[config.mk]
export PLATFORM = sky130hd
export DESIGN_NAME = hazard_control_unit
export DESIGN_NICKNAME = d
export VERILOG_FILES = /design/src/rtl/hazard_control_unit.sv
export SDC_FILE = /design/constraint.sdc
export NUM_CORES = 1
export LEC_CHECK = 0
export BUFFER_PORTS_ARGS = -buffer_cell sky130_fd_sc_hd__buf_2
export CORE_ASPECT_RATIO = 1.75
export CORE_MARGIN = 2
export CORE_UTILIZATION = 40
export CTS_BUF_LIST = sky130_fd_sc_hd__clkbuf_4 sky130_fd_sc_hd__clkbuf_8 sky130_fd_sc_hd__clkbuf_16
export DETAILED_ROUTE_END_ITERATION = 8
export PLACE_DENSITY = 0.74
export SYNTH_ARGS = -nofsm -noshare
export SYNTH_HDL_FRONTEND = slang
export SYNTH_SLANG_ARGS = --single-unit
[constraint.sdc]
create_clock -name clk_i -period 2.12 [get_ports clk_i]
set_input_delay 0.318 -clock clk_i [delete_from_list [all_inputs] [get_ports clk_i]]
set_output_delay 0.318 -clock clk_i [all_outputs]
set_load 0.02 [all_outputs]
[src/rtl/hazard_control_unit.sv]
// Hazard controller for the 5-stage core: load-use stall, branch flush,
// data-memory wait freeze with timeout trap, and saturating hazard statistics.
module hazard_control_unit #(
    parameter int unsigned MEM_TIMEOUT = 64,
    parameter int unsigned CNT_W       = 16
) (
    input  logic             clk_i,
    input  logic             rst_i,
    input  logic [4:0]       IFID_RS1,
    input  logic [4:0]       IFID_RS2,
    input  logic             IFID_UsesRS2,
    input  logic [4:0]       IDEXE_RD,
    input  logic             IDEXE_MemRead,
    input  logic             Branch_Taken,
    input  logic             EXEMEM_MemReq,
    input  logic             Dmem_Ready,
    output logic             PC_Write,
    output logic             IFID_Write,
    output logic             IFID_Flush,
    output logic             IDEXE_Flush,
    output logic             Pipe_Hold,
    output logic             Mem_Error,
    output logic [CNT_W-1:0] LoadUse_Cnt,
    output logic [CNT_W-1:0] MemWait_Cnt,
    output logic [CNT_W-1:0] Flush_Cnt
);

    localparam int unsigned WaitW = $clog2(MEM_TIMEOUT + 1);

    typedef enum logic [1:0] {StRun, StMemWait, StError} state_e;

    state_e           state_q, state_d;
    logic [WaitW-1:0] wait_q, wait_d;
    logic [CNT_W-1:0] lu_cnt_q, lu_cnt_d;
    logic [CNT_W-1:0] mw_cnt_q, mw_cnt_d;
    logic [CNT_W-1:0] fl_cnt_q, fl_cnt_d;

    logic lu, mw;
    logic lu_act, mw_act, br_act;

    assign lu = IDEXE_MemRead && (IDEXE_RD != 5'd0) &&
                ((IFID_RS1 == IDEXE_RD) || (IFID_UsesRS2 && (IFID_RS2 == IDEXE_RD)));
    assign mw = EXEMEM_MemReq && !Dmem_Ready;

    // Output decode; priority ERROR > mw > branch > load-use > normal.
    always_comb begin
        PC_Write    = 1'b1;
        IFID_Write  = 1'b1;
        IFID_Flush  = 1'b0;
        IDEXE_Flush = 1'b0;
        Pipe_Hold   = 1'b0;
        Mem_Error   = 1'b0;
        lu_act      = 1'b0;
        mw_act      = 1'b0;
        br_act      = 1'b0;
        if (state_q == StError) begin
            PC_Write   = 1'b0;
            IFID_Write = 1'b0;
            Pipe_Hold  = 1'b1;
            Mem_Error  = 1'b1;
        end else if (mw) begin
            PC_Write   = 1'b0;
            IFID_Write = 1'b0;
            Pipe_Hold  = 1'b1;
            mw_act     = 1'b1;
        end else if (Branch_Taken) begin
            IFID_Flush  = 1'b1;
            IDEXE_Flush = 1'b1;
            br_act      = 1'b1;
        end else if (lu) begin
            PC_Write    = 1'b0;
            IFID_Write  = 1'b0;
            IDEXE_Flush = 1'b1;
            lu_act      = 1'b1;
        end
    end

    always_comb begin
        state_d = state_q;
        wait_d  = wait_q;
        unique case (state_q)
            StRun: begin
                if (mw) begin
                    state_d = StMemWait;
                    wait_d  = WaitW'(1);
                end
            end
            StMemWait: begin
                if (!mw) begin
                    state_d = StRun;
                end else if (wait_q == WaitW'(MEM_TIMEOUT)) begin
                    state_d = StError;
                end else begin
                    wait_d = wait_q + WaitW'(1);
                end
            end
            StError: state_d = StError;
            default: state_d = StRun;
        endcase
    end

    // Statistics saturate at all-ones instead of wrapping.
    always_comb begin
        lu_cnt_d = lu_cnt_q;
        mw_cnt_d = mw_cnt_q;
        fl_cnt_d = fl_cnt_q;
        if (lu_act && (lu_cnt_q != {CNT_W{1'b1}})) lu_cnt_d = lu_cnt_q + CNT_W'(1);
        if (mw_act && (mw_cnt_q != {CNT_W{1'b1}})) mw_cnt_d = mw_cnt_q + CNT_W'(1);
        if (br_act && (fl_cnt_q != {CNT_W{1'b1}})) fl_cnt_d = fl_cnt_q + CNT_W'(1);
    end

    always_ff @(posedge clk_i or negedge rst_i) begin
        if (!rst_i) begin
            state_q  <= StRun;
            wait_q   <= '0;
            lu_cnt_q <= '0;
            mw_cnt_q <= '0;
            fl_cnt_q <= '0;
        end else begin
            state_q  <= state_d;
            wait_q   <= wait_d;
            lu_cnt_q <= lu_cnt_d;
            mw_cnt_q <= mw_cnt_d;
            fl_cnt_q <= fl_cnt_d;
        end
    end

    assign LoadUse_Cnt = lu_cnt_q;
    assign MemWait_Cnt = mw_cnt_q;
    assign Flush_Cnt   = fl_cnt_q;

endmodule

==> impl_metrics.toml <==
[synth]
postSynthRegisterBits = 57
synth_top_cells_by_area = "sky130_fd_sc_hd__dfrtp_1, sky130_fd_sc_hd__xnor2_1, sky130_fd_sc_hd__nand3_1"
post_synth_most_frequent_cells = "sky130_fd_sc_hd__dfrtp_1, sky130_fd_sc_hd__xnor2_1, sky130_fd_sc_hd__nand2_1"
synth-edff-count = 0
syn-mean-instance-area_um2 = 10.73
synth_seq_area_share_pct = 46.32
syn-instance-count = 287
synthMostInstantiatedCell = "sky130_fd_sc_hd__dfrtp_1"
post_synth_num_cell_types = 47
post_synth_instance_area_um2 = 3079
async_flop_share_pct = 100.0
syn_nets = 314
netlist.top_cell.by_area = "sky130_fd_sc_hd__dfrtp_1"
yosysWarningCount = 0
synth_top_area_share_pct = 46.32
synth-main-ff-cell = "sky130_fd_sc_hd__dfrtp_1"

[placed_design]
dp_hpwl_mm = 4.823
gp_congestion = 0.7975
port_buffer_count = 75

[grt]
grt_pass1_vias = 2516
groute.usage.overall_pct = 16.64
global_route.overflow_total = 0
antenna_violations_before_repair = 0
grt_start_max_net_pins = 58
grt_pass1_wl_mm = 11.14

[drt]
dr_total_vias = 2528
route.detailed.drc = 0
vias_per_cell = 5.402
route.final.wire_length_mm = 6.533
dr.first_iter.drc_count = 115
number_of_routed_nets_with_antenna_violations = 0
detailed_router_iteration_count_before_antenna_repair = 4
route.detailed.wl_per_inst_um = 13.96

[clocking]
clockRootBuffer = "sky130_fd_sc_hd__clkbuf_16"
cts_tree = "done"
cts-buffers-inserted = 9
tritoncts_num_sinks = 57
clk_transition_reported_paths_ns = 0.05
clock_insertion_delay_worst_skew_ns = 0.33
cts-root-to-sink-buffers = 2
htree_levels = 3

[sta]
timing.final.setup_violations = 0
drv_slew = 0
finalClockSkew_ns = 0.003138
final-hold-violation-count = 0
fmax_mhz = 500.0
tightest_slew_ns = 0.4287
grt_setup_unrepaired = "no"
timing.final.crit_share_pct = 94.34
timing.slew.headroom_pct = 71.29
sum_neg_setup_slack_ns = 0
final.min_clock_period_ns = 2.000

[critical_path]
crit_type = "reg -> reg"
reg2reg_from = "LoadUse_Cnt[0]"
crit_path_start = "LoadUse_Cnt[0]"
cp_max_fo = 10
worst-endpoint-arrival_ns = 2.21
critical_path.endpoint_type = "flop"
sort_of_element_at_the_start_of_the_critical_path = "flop"
critical_path_required_ns = 2.33

[hold_path]
hold_class = "in -> reg"
min-delay-start = "Branch_Taken"

[floorplan]
die_area_um2 = 8444
io_pins = 76
rows = 42
design.core.area_um2 = 7515
floorplan.die.height_um = 120.1
start_util_pct = 40.98
die-width_um = 70.33

[cells_and_area]
final_nets = 402
filler_cell_count = 682
post_route_cells_drive_above_1_share_pct = 31.32
area_delta_synth_final_pct = 26.98
antenna-diode-count = 0

[job]
drv.max_cap_violation_count = 0

[power]
maximum_vdd_ir_drop_v = 0.0004709
power.density_nw_per_um2 = 920.0
total_power_w = 0.003597
leakagePower_nw = 1.884

[status]
outcome = "finished clean"
layer usage:
metal | routed length (um) | global-route usage [%]
met1 | 2565 | 18.17
met2 | 3487 | 29.25
met3 | 365 | 5.290
met4 | 114 | 6.851
met5 | 0 | 0
final cells by class:
class	count	area (um^2)	share of cell area (%)
Clock inverter	7	85.08	2.176
Clock buffer	9	225.2	5.760
Timing Repair Buffer	82	455.4	11.65
Multi-Input combinational cell	217	1578	40.35
Sequential cell	57	1426	36.48
Tap cell	88	110.1	2.816
Inverter	8	30.03	0.7680
per-stage QoR:
stage	area [um^2]	worst slack (ns)	utilization [%]	hold WS, ns	std cells
global route	3910	0.04263	52.03	0.4999	468
CTS	3890	0.06867	51.76	0.4719	467
floorplan	3085	0.1390	-	0.02241	287
finish	3910	0.1199	52.03	0.4753	468
detailed placement	3570	0.08002	47.50	0.3427	450
global placement	3570	0.1320	47.50	0.3424	450
report_power, final:
part           total [W]  switching (W)  leakage [nW]  internal [W]
Clock            0.00151       0.000490         0.159       0.00102
Combinational   0.000701       0.000408         0.961      0.000294
Sequential       0.00139       0.000160         0.764       0.00123
logic make-up after synthesis:
logic type / count (synthesis) / share of synthesized area (%)
AOI/OAI and AO/OA: 25 / 6.908
xor gates and xnor gates: 51 / 14.51
adders and majority gates: 5 / 2.032
buffers and inverters: 13 / 2.641
DFF: 57 / 46.32
muxes: 7 / 2.600
and+or+nand+nor: 129 / 24.99
repair_timing:
| action | 4_1_cts | 5_1_grt |
|---|---|---|
| resized for setup | 0 | 0 |
| endpoints found under the setup margin | 0 | 2 |
| setup buffers | 0 | 1 |
| hold endpoints to repair | 8 | 0 |
| hold buffers | 1 | 0 |
layout by cell type, fill, tap and decap left out, types with 2 or more instances in the layout:
master | synthesis | routed
sky130_fd_sc_hd__buf_2 | 1 | 75
sky130_fd_sc_hd__dfrtp_1 | 57 | 57
sky130_fd_sc_hd__xnor2_1 | 45 | 45
sky130_fd_sc_hd__nand2_1 | 27 | 27
sky130_fd_sc_hd__nand3_1 | 26 | 26
sky130_fd_sc_hd__nand4_1 | 18 | 18
sky130_fd_sc_hd__and3_1 | 13 | 13
sky130_fd_sc_hd__nor2_1 | 12 | 12
sky130_fd_sc_hd__clkbuf_16 | 0 | 9
sky130_fd_sc_hd__inv_1 | 8 | 8
sky130_fd_sc_hd__xor2_1 | 6 | 6
sky130_fd_sc_hd__and4_1 | 5 | 5
sky130_fd_sc_hd__nor4_1 | 5 | 5
sky130_fd_sc_hd__o21ai_0 | 5 | 5
sky130_fd_sc_hd__ha_1 | 5 | 5
sky130_fd_sc_hd__clkinv_2 | 0 | 5
sky130_fd_sc_hd__a21oi_1 | 4 | 4
sky130_fd_sc_hd__mux2_2 | 4 | 4
sky130_fd_sc_hd__buf_4 | 2 | 4
sky130_fd_sc_hd__nor2b_1 | 3 | 3
sky130_fd_sc_hd__and2_1 | 3 | 3
sky130_fd_sc_hd__nor3_1 | 3 | 3
sky130_fd_sc_hd__a22o_1 | 3 | 3
sky130_fd_sc_hd__nand3_4 | 2 | 2
sky130_fd_sc_hd__a31oi_1 | 3 | 2
sky130_fd_sc_hd__o21a_1 | 2 | 2
sky130_fd_sc_hd__mux2i_1 | 2 | 2
sky130_fd_sc_hd__a21o_1 | 2 | 2
sky130_fd_sc_hd__bufinv_16 | 0 | 2
sky130_fd_sc_hd__buf_12 | 1 | 2
sequential cells by signal, summed over array words and instances (netlist names):
signal,flops
Flush_Cnt,16
LoadUse_Cnt,16
MemWait_Cnt,16
state_q,2
wait_q,7
worst max-delay path, cell delays in order (launching register included):
cell and delay (ns):
sky130_fd_sc_hd__dfrtp_1 0.43, sky130_fd_sc_hd__ha_1 0.28, sky130_fd_sc_hd__and4_1 0.21, sky130_fd_sc_hd__and4b_1 0.23
sky130_fd_sc_hd__nor3_4 0.22, sky130_fd_sc_hd__buf_12 0.16, sky130_fd_sc_hd__nand2_4 0.06, sky130_fd_sc_hd__mux2_4 0.29
path summary, 6_finish.rpt:
kind / to / slack, ns / cells past startpoint
worst max register to register: LoadUse_Cnt[1] / 0.12 / 7
max in group asynchronous: MemWait_Cnt[0] / 1.35 / 3
worst min-delay path: Flush_Cnt[6] / 0.48 / 4
worst max-delay path: LoadUse_Cnt[1] / 0.12 / 7
worst min register to register: MemWait_Cnt[5] / 0.49 / 1
min in group asynchronous: Flush_Cnt[3] / 0.52 / 3
No activity file was read; power rests on OpenSTA's default activity.
